[config.mk]
export PLATFORM = sky130hd
export DESIGN_NAME = light_timer_flat
export DESIGN_NICKNAME = d
export VERILOG_FILES = /design/src/rtl/light_timer_if.sv /design/src/rtl/light_timer.sv /design/src/flat_wrapper.sv
export SDC_FILE = /design/constraint.sdc
export NUM_CORES = 1
export LEC_CHECK = 0
export ABC_AREA = 0
export BUFFER_PORTS_ARGS = -buffer_cell sky130_fd_sc_hd__buf_4
export CAP_MARGIN = 20
export CORE_AREA = 4 4 63 65
export CTS_CLUSTER_DIAMETER = 120
export DETAILED_ROUTE_END_ITERATION = 8
export DIE_AREA = 0 0 67 69
export PLACE_DENSITY = 0.73
export RECOVER_POWER = 25
export SYNTH_ARGS = -nofsm -noshare
export SYNTH_HDL_FRONTEND = slang
export SYNTH_SLANG_ARGS = --single-unit
[constraint.sdc]
create_clock -name clk -period 3.8 [get_ports clk]
set_clock_uncertainty 0.05 [all_clocks]
set_input_delay 0.19 -clock clk [delete_from_list [all_inputs] [get_ports clk]]
set_output_delay 0.19 -clock clk [all_outputs]
set_load 0.02 [all_outputs]
[src/rtl/light_timer_if.sv]
// Handshake between the light FSM and its seconds timer.
// The FSM (master) drives the restart request, and the timer (slave) returns the timeout levels, the tick and the seconds count.
interface light_timer_if;
   logic       sc;
   logic       t_3;
   logic       t_30;
   logic       tick;
   logic [7:0] sec;

   modport master (output sc, input t_3, t_30, tick, sec);
   modport slave  (input sc, output t_3, t_30, tick, sec);
endinterface

[src/rtl/light_timer.sv]
// Seconds timer for the traffic-light FSM: prescaler, saturating elapsed count, short/long timeouts.
// Optional macro LIGHT_TIMER_BCD_EN switches the sec output from binary to two BCD digits.
module light_timer #(
   parameter int CLK_DIV = 50000000,
   parameter int SHORT_S = 3,
   parameter int LONG_S  = 30
) (
   input  logic         clk,
   input  logic         rst,
   light_timer_if.slave bus
);

   localparam int PW = (CLK_DIV > 1) ? $clog2(CLK_DIV) : 1;
   localparam logic [PW-1:0] PRE_LAST = PW'(CLK_DIV - 1);
   localparam logic [6:0]    SHORT_E  = 7'(SHORT_S);
   localparam logic [6:0]    LONG_E   = 7'(LONG_S);

   logic [PW-1:0] presc;
   logic [6:0]    elapsed;
   logic [6:0]    elapsed_nxt;
   logic          sec_due;
   logic          sec_step;
   logic          tick_q;
   logic          t3_q;
   logic          t30_q;

   always_comb begin
      sec_due     = (presc == PRE_LAST);
      sec_step    = (elapsed < LONG_E);
      elapsed_nxt = sec_step ? elapsed + 7'd1 : elapsed;
   end

   // sc outranks a second boundary falling on the same edge
   always_ff @(posedge clk or negedge rst) begin
      if (!rst) begin
         presc   <= '0;
         elapsed <= '0;
         tick_q  <= 1'b0;
         t3_q    <= 1'b0;
         t30_q   <= 1'b0;
      end else if (bus.sc) begin
         presc   <= '0;
         elapsed <= '0;
         tick_q  <= 1'b0;
         t3_q    <= 1'b0;
         t30_q   <= 1'b0;
      end else if (sec_due) begin
         presc   <= '0;
         tick_q  <= 1'b1;
         elapsed <= elapsed_nxt;
         t3_q    <= (elapsed_nxt >= SHORT_E);
         t30_q   <= (elapsed_nxt >= LONG_E);
      end else begin
         presc   <= presc + PW'(1);
         tick_q  <= 1'b0;
      end
   end

   assign bus.tick = tick_q;
   assign bus.t_3  = t3_q;
   assign bus.t_30 = t30_q;

`ifdef LIGHT_TIMER_BCD_EN
   logic [3:0] tens;
   logic [3:0] units;

   // digits track elapsed incrementally so no divider is needed
   always_ff @(posedge clk or negedge rst) begin
      if (!rst) begin
         tens  <= '0;
         units <= '0;
      end else if (bus.sc) begin
         tens  <= '0;
         units <= '0;
      end else if (sec_due && sec_step) begin
         if (units == 4'd9) begin
            units <= '0;
            tens  <= tens + 4'd1;
         end else begin
            units <= units + 4'd1;
         end
      end
   end

   assign bus.sec = {tens, units};
`else
   assign bus.sec = {1'b0, elapsed};
`endif

endmodule
[src/flat_wrapper.sv]
// flat-port wrapper written by rule: the top's interface ports become plain ports
module light_timer_flat 
#(
   parameter int CLK_DIV = 50000000,
   parameter int SHORT_S = 3,
   parameter int LONG_S  = 30
)
  (clk, rst, bus_sc, bus_t_3, bus_t_30, bus_tick, bus_sec);
  light_timer_if bus_i ();
  input  logic clk;
  input  logic rst;
  input wire logic [$bits(bus_i.sc)-1:0] bus_sc;
  output wire logic [$bits(bus_i.t_3)-1:0] bus_t_3;
  output wire logic [$bits(bus_i.t_30)-1:0] bus_t_30;
  output wire logic [$bits(bus_i.tick)-1:0] bus_tick;
  output wire logic [$bits(bus_i.sec)-1:0] bus_sec;
  assign bus_i.sc = bus_sc;
  assign bus_t_3 = bus_i.t_3;
  assign bus_t_30 = bus_i.t_30;
  assign bus_tick = bus_i.tick;
  assign bus_sec = bus_i.sec;
  light_timer #(.CLK_DIV(CLK_DIV), .SHORT_S(SHORT_S), .LONG_S(LONG_S)) u_core (.clk(clk), .rst(rst), .bus(bus_i));
endmodule
==> flow_metrics.py, run 1 <==
metrics = {
    "worst_setup_path": {
        "path_buf_inv": 0,
        "worstPathMaxFanout": 14,
        "cp.required_ns": 4.02,
        "crit_family": "simple AND/OR/NAND/NOR gates",
        "cp.arrival_ns": 2.27,
        "start_kind": "flip-flop",
        "criticalPathCategory": "reg2reg",
        "cp_slowest_stage_delay_ns": 0.65,
        "cp_cell_sequence": "nand4_1 -> or4_4 -> or4_1 -> a21oi_1",
        "crit_path_end_kind": "flip-flop",
        "crit_slowest_cell": "or4_4",
    },
    "layout": {
        "drive_gt1_frac": 0.112,
        "fin_nets": 227,
        "synthToLayoutAreaGrowth_pct": 9.33,
        "antenna_cells": 0,
        "fin_area_um2": 2150,
        "final_util": 0.646,
    },
    "synthesis": {
        "postSynthAreaPerCell_um2": 9.25,
        "synthTopCellsByCount": "36 x dfrtp_1, 19 x a21oi_1, 16 x nor2_1",
        "ys_seq_area_frac": 0.457,
        "yosys_warnings": 0,
        "ys_seq_elements": 36,
        "synth_top_area_frac": 0.457,
        "synth_nets": 218,
        "synthFlopType": "dfrtp_1",
        "synth_edf_count": 0,
        "synth_area_leaders": "dfrtp_1 46%, a21oi_1 4.8%, nand3_1 3.8%",
        "synth_largest_area_cell": "dfrtp_1",
        "syn-cell-area_um2": 1970,
        "async_reset_ff_frac": 1.00,
        "postSynthCellCount": 213,
        "yosysMostFrequentCell": "dfrtp_1",
        "synth_cell_types": 39,
    },
    "placement": {
        "place_area_um2": 2060,
        "place_ws_ns": 1.76,
        "place_congestion": 0.889,
        "dp_hpwl_um": 3080,
        "port_buffers": 12,
    },
    "cts": {
        "htree_levels": 2,
        "insertion_delay_ns": 0.34,
        "clockRootBuffer": "clkbuf_4",
        "cts_buffers": 5,
        "clockBufferDepth": 2,
        "ctsResizeCount": 0,
        "cts.sinks": 36,
        "path_clk_slew_ns": 0.12,
        "cts_tree": "built",
    },
    "floorplanning": {
        "start_util": 0.591,
        "std_cell_rows": 21,
        "core_area_um2": 3340,
        "die-area_um2": 4620,
        "die_w_um": 67,
        "boundaryPins": 14,
        "die_y_um": 69,
    },
    "global_route": {
        "antenna_found_initial": 0,
        "grt_pass1_vias": 1634,
        "grt_overflow": 0,
        "grt.total_usage": 0.205,
        "grt_max_degree": 37,
        "grt_pass1_wl_um": 7490,
    },
    "status": {
        "violations": "max-capacitance violations, max-slew violations",
        "outcome": "finished, violations left",
    },
    "power_and_ir_drop": {
        "p_leak_nw": 0.878,
        "powerDensity_nw_per_um2": 319,
        "ir_worst_vdd_mv": 0.277,
    },
    "timing": {
        "setup-tns-final_ns": 0,
        "finalSetupViolations": 0,
        "hold_slack_ns": 0.0306,
        "rsz0062_at_grt": "false",
        "worst_pin_slew_ns": 1.89,
        "min_period_ns": 2.05,
        "final_hold_viol_count": 0,
        "slew_headroom": -0.258,
        "slew_viol_final": 37,
        "period_share": 0.540,
        "clock.fmax_mhz": 487,
        "timing.final.ws_setup_ns": 1.75,
    },
    "run": {
        "maxCapViolCount": 1,
    },
    "routing": {
        "ant_nets": 0,
        "drtIter0Drc": 131,
        "wirelength_um": 4290,
        "vias": 1686,
        "via_per_inst": 6.27,
        "drc": 0,
        "first_pass_iters": 4,
        "routedWlPerCell_um": 15.9,
    },
    "hold_path": {
        "hold_class": "in2reg",
    },
}
[cell families (layout without fill, tap and decap cells)]
family	after synthesis	count (layout)	share of synthesized area
other cells	1	1	0.00190
flops	36	36	0.457
compound gates	50	50	0.156
simple gates	97	97	0.283
buf+inv	15	25	0.0368
xor+xnor	12	12	0.0533
fa+ha+maj	2	2	0.0127
[sequential cells by signal (all words and copies together), names as in the netlist]
name and cells:
u_core.bus.t_30 1, u_core.bus.t_3 1, u_core.presc 26, u_core.elapsed 7
u_core.bus.tick 1
[power breakdown]
part | total [W] | switching [W] | internal (W)
logic | 0.0000219 | 0.0000167 | 0.00000516
registers | 0.000388 | 0.00000250 | 0.000386
clock network | 0.000278 | 0.000137 | 0.000141
total | 0.000688 | 0.000157 | 0.000531
[per-layer routing]
metal,wire length [um],global-route usage,up-vias
met5,0,0,-
met4,44,0.0586,0
met3,204,0.0487,4
met2,2150,0.331,44
met1,1890,0.271,817
li1,-,-,821
[timing repair]
| action | in CTS | in global routing |
|---|---|---|
| buffers inserted | 0 | 0 |
| hold buffers | 1 | 0 |
| endpoints found under the hold margin | 36 | 0 |
[worst reg2reg max path, stage by stage (launching register included)]
cell     delay, ns
dfrtp_1       0.43
nand4_1       0.16
or4_4         0.65
or4_1         0.53
a21oi_1       0.16
[layout make-up]
type,instances,area (um^2)
clock buffers,5,37.5
clock inverters,3,46.3
flip-flops and latches,36,901
well taps,46,57.6
multi-input cells,162,997
inverters,3,11.3
repair buffers,14,104
fillers,283,1180
[cells in the final DEF (no fill, tap or decap), types with 8 or more instances in the layout]
cell	instances
dfrtp_1	36
a21oi_1	19
nor2_1	16
nand3_1	15
nand2_1	12
buf_4	12
nand4_1	11
o21ai_0	11
or3_1	9
or4_1	8
[path summary, 6_finish.rpt]
kind,cells past startpoint,endpoint,slack [ns],start
worst max-delay path,4,u_core.presc[25]$_DFF_PN0_,1.75,u_core.presc[13]$_DFF_PN0_
worst min-delay path,2,u_core.elapsed[5]$_DFFE_PN0P_,0.03,bus_sc
worst max register to register,4,u_core.presc[25]$_DFF_PN0_,1.75,u_core.presc[13]$_DFF_PN0_
worst min register to register,1,u_core.presc[0]$_DFF_PN0_,0.45,u_core.presc[0]$_DFF_PN0_
max in group asynchronous,2,u_core.presc[11]$_DFF_PN0_,1.79,rst
min in group asynchronous,2,u_core.presc[21]$_DFF_PN0_,0.84,rst
[through the flow]
stage,std cells,total power [W]
3_3_place_gp,260,0.000417
3_5_place_dp,260,0.000418
2_1_floorplan,213,0.000406
5_1_grt,269,0.000718
4_1_cts,269,0.000695
6_report,269,0.000688
(Power assumes the default switching activity.)
==> run 2: changes to the inputs <==
CORE_AREA = 4 4 66 68   (was 4 4 63 65)
DIE_AREA = 0 0 70 72   (was 0 0 67 69)
PLACE_DENSITY = 0.69   (was 0.73)
clock period = 1.7 ns   (was 3.8 ns; I/O delays follow)
==> run 2 against run 1 <==
Compared with the run above:
- the run ends with negative setup slack left
- non-clock buffer count is 64 higher
- global-route usage is 3.3 points higher
- sequential power is 120% higher
==> flow_metrics.py, run 2 (synthesized netlist as in run 1, its figures left out) <==
metrics = {
    "power_and_ir_drop": {
        "powerDensity_nw_per_um2": 545,
        "ir_worst_vdd_mv": 0.548,
        "p_leak_nw": 1.26,
        "finalPower_w": 0.00156,
    },
    "timing": {
        "final_hold_viol_count": 0,
        "slew_viol_final": 0,
        "worst_pin_slew_ns": 0.890,
        "setup-tns-final_ns": -4.70,
        "clock.fmax_mhz": 527,
        "slew_headroom": 0.407,
        "timing.final.ws_setup_ns": -0.198,
        "rsz0062_at_grt": "true",
        "min_period_ns": 1.90,
        "hold_slack_ns": 0.397,
        "finalSetupViolations": 33,
        "period_share": 1.12,
    },
    "layout": {
        "instances_no_fill": 338,
        "fin_nets": 292,
        "largest_reg_flops": 26,
        "reg_top3": "u_core.presc (26), u_core.elapsed (7)",
        "drive_gt1_frac": 0.417,
        "final_util": 0.741,
        "antenna_cells": 0,
        "seq_area_um2": 905,
        "nFillCells": 291,
        "top_register": "u_core.presc",
        "synthToLayoutAreaGrowth_pct": 45.0,
        "multi_input_area_um2": 1180,
        "mostFrequentLayoutCell": "buf_4",
        "final_cell_mix": "72 x buf_4, 33 x dfrtp_1, 16 x nor2_1, 14 x a21oi_1, 13 x nand3_1",
    },
    "routing": {
        "wirelength_um": 5730,
        "routedWlPerCell_um": 16.9,
        "ant_nets": 0,
        "drc": 0,
        "first_pass_iters": 4,
        "drtIter0Drc": 172,
        "via_per_inst": 5.99,
        "vias": 2025,
    },
    "run": {
        "maxCapViolCount": 0,
    },
    "cts": {
        "insertion_delay_ns": 0.29,
        "path_clk_slew_ns": 0.07,
        "clockRootBuffer": "clkbuf_8",
        "cts.sinks": 36,
        "clockBufferDepth": 2,
        "cts_tree": "built",
        "htree_levels": 2,
        "cts_buffers": 5,
    },
    "worst_setup_path": {
        "start_kind": "flip-flop",
        "crit_path_end_kind": "flip-flop",
        "worstPathMaxFanout": 3,
        "criticalPathCategory": "reg2reg",
        "cp.required_ns": 1.87,
        "cp.arrival_ns": 2.07,
    },
    "floorplanning": {
        "die_y_um": 72,
        "start_util": 0.511,
        "core_area_um2": 3860,
        "boundaryPins": 14,
        "std_cell_rows": 23,
        "die_w_um": 70,
        "die-area_um2": 5040,
    },
    "global_route": {
        "grt_pass1_vias": 2052,
        "grt_max_degree": 37,
        "grt.total_usage": 0.239,
        "grt_pass1_wl_um": 9520,
        "grt_overflow": 0,
        "antenna_found_initial": 0,
    },
    "hold_path": {
        "hold_class": "in2async",
    },
    "placement": {
        "place_congestion": 0.821,
        "dp.cells": 309,
        "dp_hpwl_um": 3830,
        "port_buffers": 12,
    },
    "status": {
        "violations": "negative setup slack",
        "outcome": "finished, violations left",
    },
}
[run 2: cell types whose count changed in the layout (fill, tap and decap cells not counted), moves of 5 or more]
cell      change
clkbuf_4      -5
a21oi_1       -5
clkbuf_8      +6
or4_4         +7
or4_1         -6
buf_4        +60
a21oi_2       +5
[run 2: worst max-delay path, stage by stage, from the launching register on]
cell and delay [ns]:
dfrtp_1 0.43, buf_6 0.14, nor4_4 0.28, nand4_1 0.23
or4_4 0.58, a21oi_2 0.13
[run 2: what timing repair did]
item,4_1_cts,5_1_grt
setup endpoints to repair,30,32
buffers inserted,13,5
hold buffers,2,0
hold endpoints to repair,37,0
resized for setup,17,17
cloned,1,0
pin swaps,13,11
[run 2: per-layer routing]
metal	track usage	routed length, um
met5	0	0
met4	0.113	138
met3	0.0471	278
met2	0.417	2980
met1	0.284	2330
[run 2: per-stage QoR]
step	area, um^2	setup slack (ns)
3_5_place_dp	2450	-0.204
5_1_grt	2860	-0.245
6_report	2860	-0.198
2_1_floorplan	2010	-0.100
4_1_cts	2750	-0.148
3_3_place_gp	2450	-0.108
[run 2: layout make-up]
cell class | count | share of cell area
Multi-Input combinational cell | 163 | 0.413
Sequential cell | 36 | 0.317
Timing Repair Buffer | 78 | 0.213
Clock buffer | 8 | 0.0315
Tap cell | 50 | 0.0219
Inverter | 3 | 0.00394
[run 2: report_power, final]
group | internal (W) | total (W) | switching, W
clock network | 0.000330 | 0.000615 | 0.000285
logic | 0.0000273 | 0.0000736 | 0.0000464
registers | 0.000862 | 0.000869 | 0.00000659
total | 0.00122 | 0.00156 | 0.000338
[run 2: path summary, 6_finish.rpt]
check	start	endpoint	slack (ns)	cells after the start
max	u_core.presc[18]$_DFF_PN0_	u_core.elapsed[4]$_DFFE_PN0P_	-0.20	5
min	rst	u_core.elapsed[3]$_DFFE_PN0P_	0.40	2
min in group clk	u_core.presc[22]$_DFF_PN0_	u_core.presc[22]$_DFF_PN0_	0.53	2
min reg2reg	u_core.presc[22]$_DFF_PN0_	u_core.presc[22]$_DFF_PN0_	0.53	2
max in group asynchronous	rst	u_core.elapsed[0]$_DFFE_PN0P_	0.59	2
max reg2reg	u_core.presc[18]$_DFF_PN0_	u_core.elapsed[4]$_DFFE_PN0P_	-0.20	5
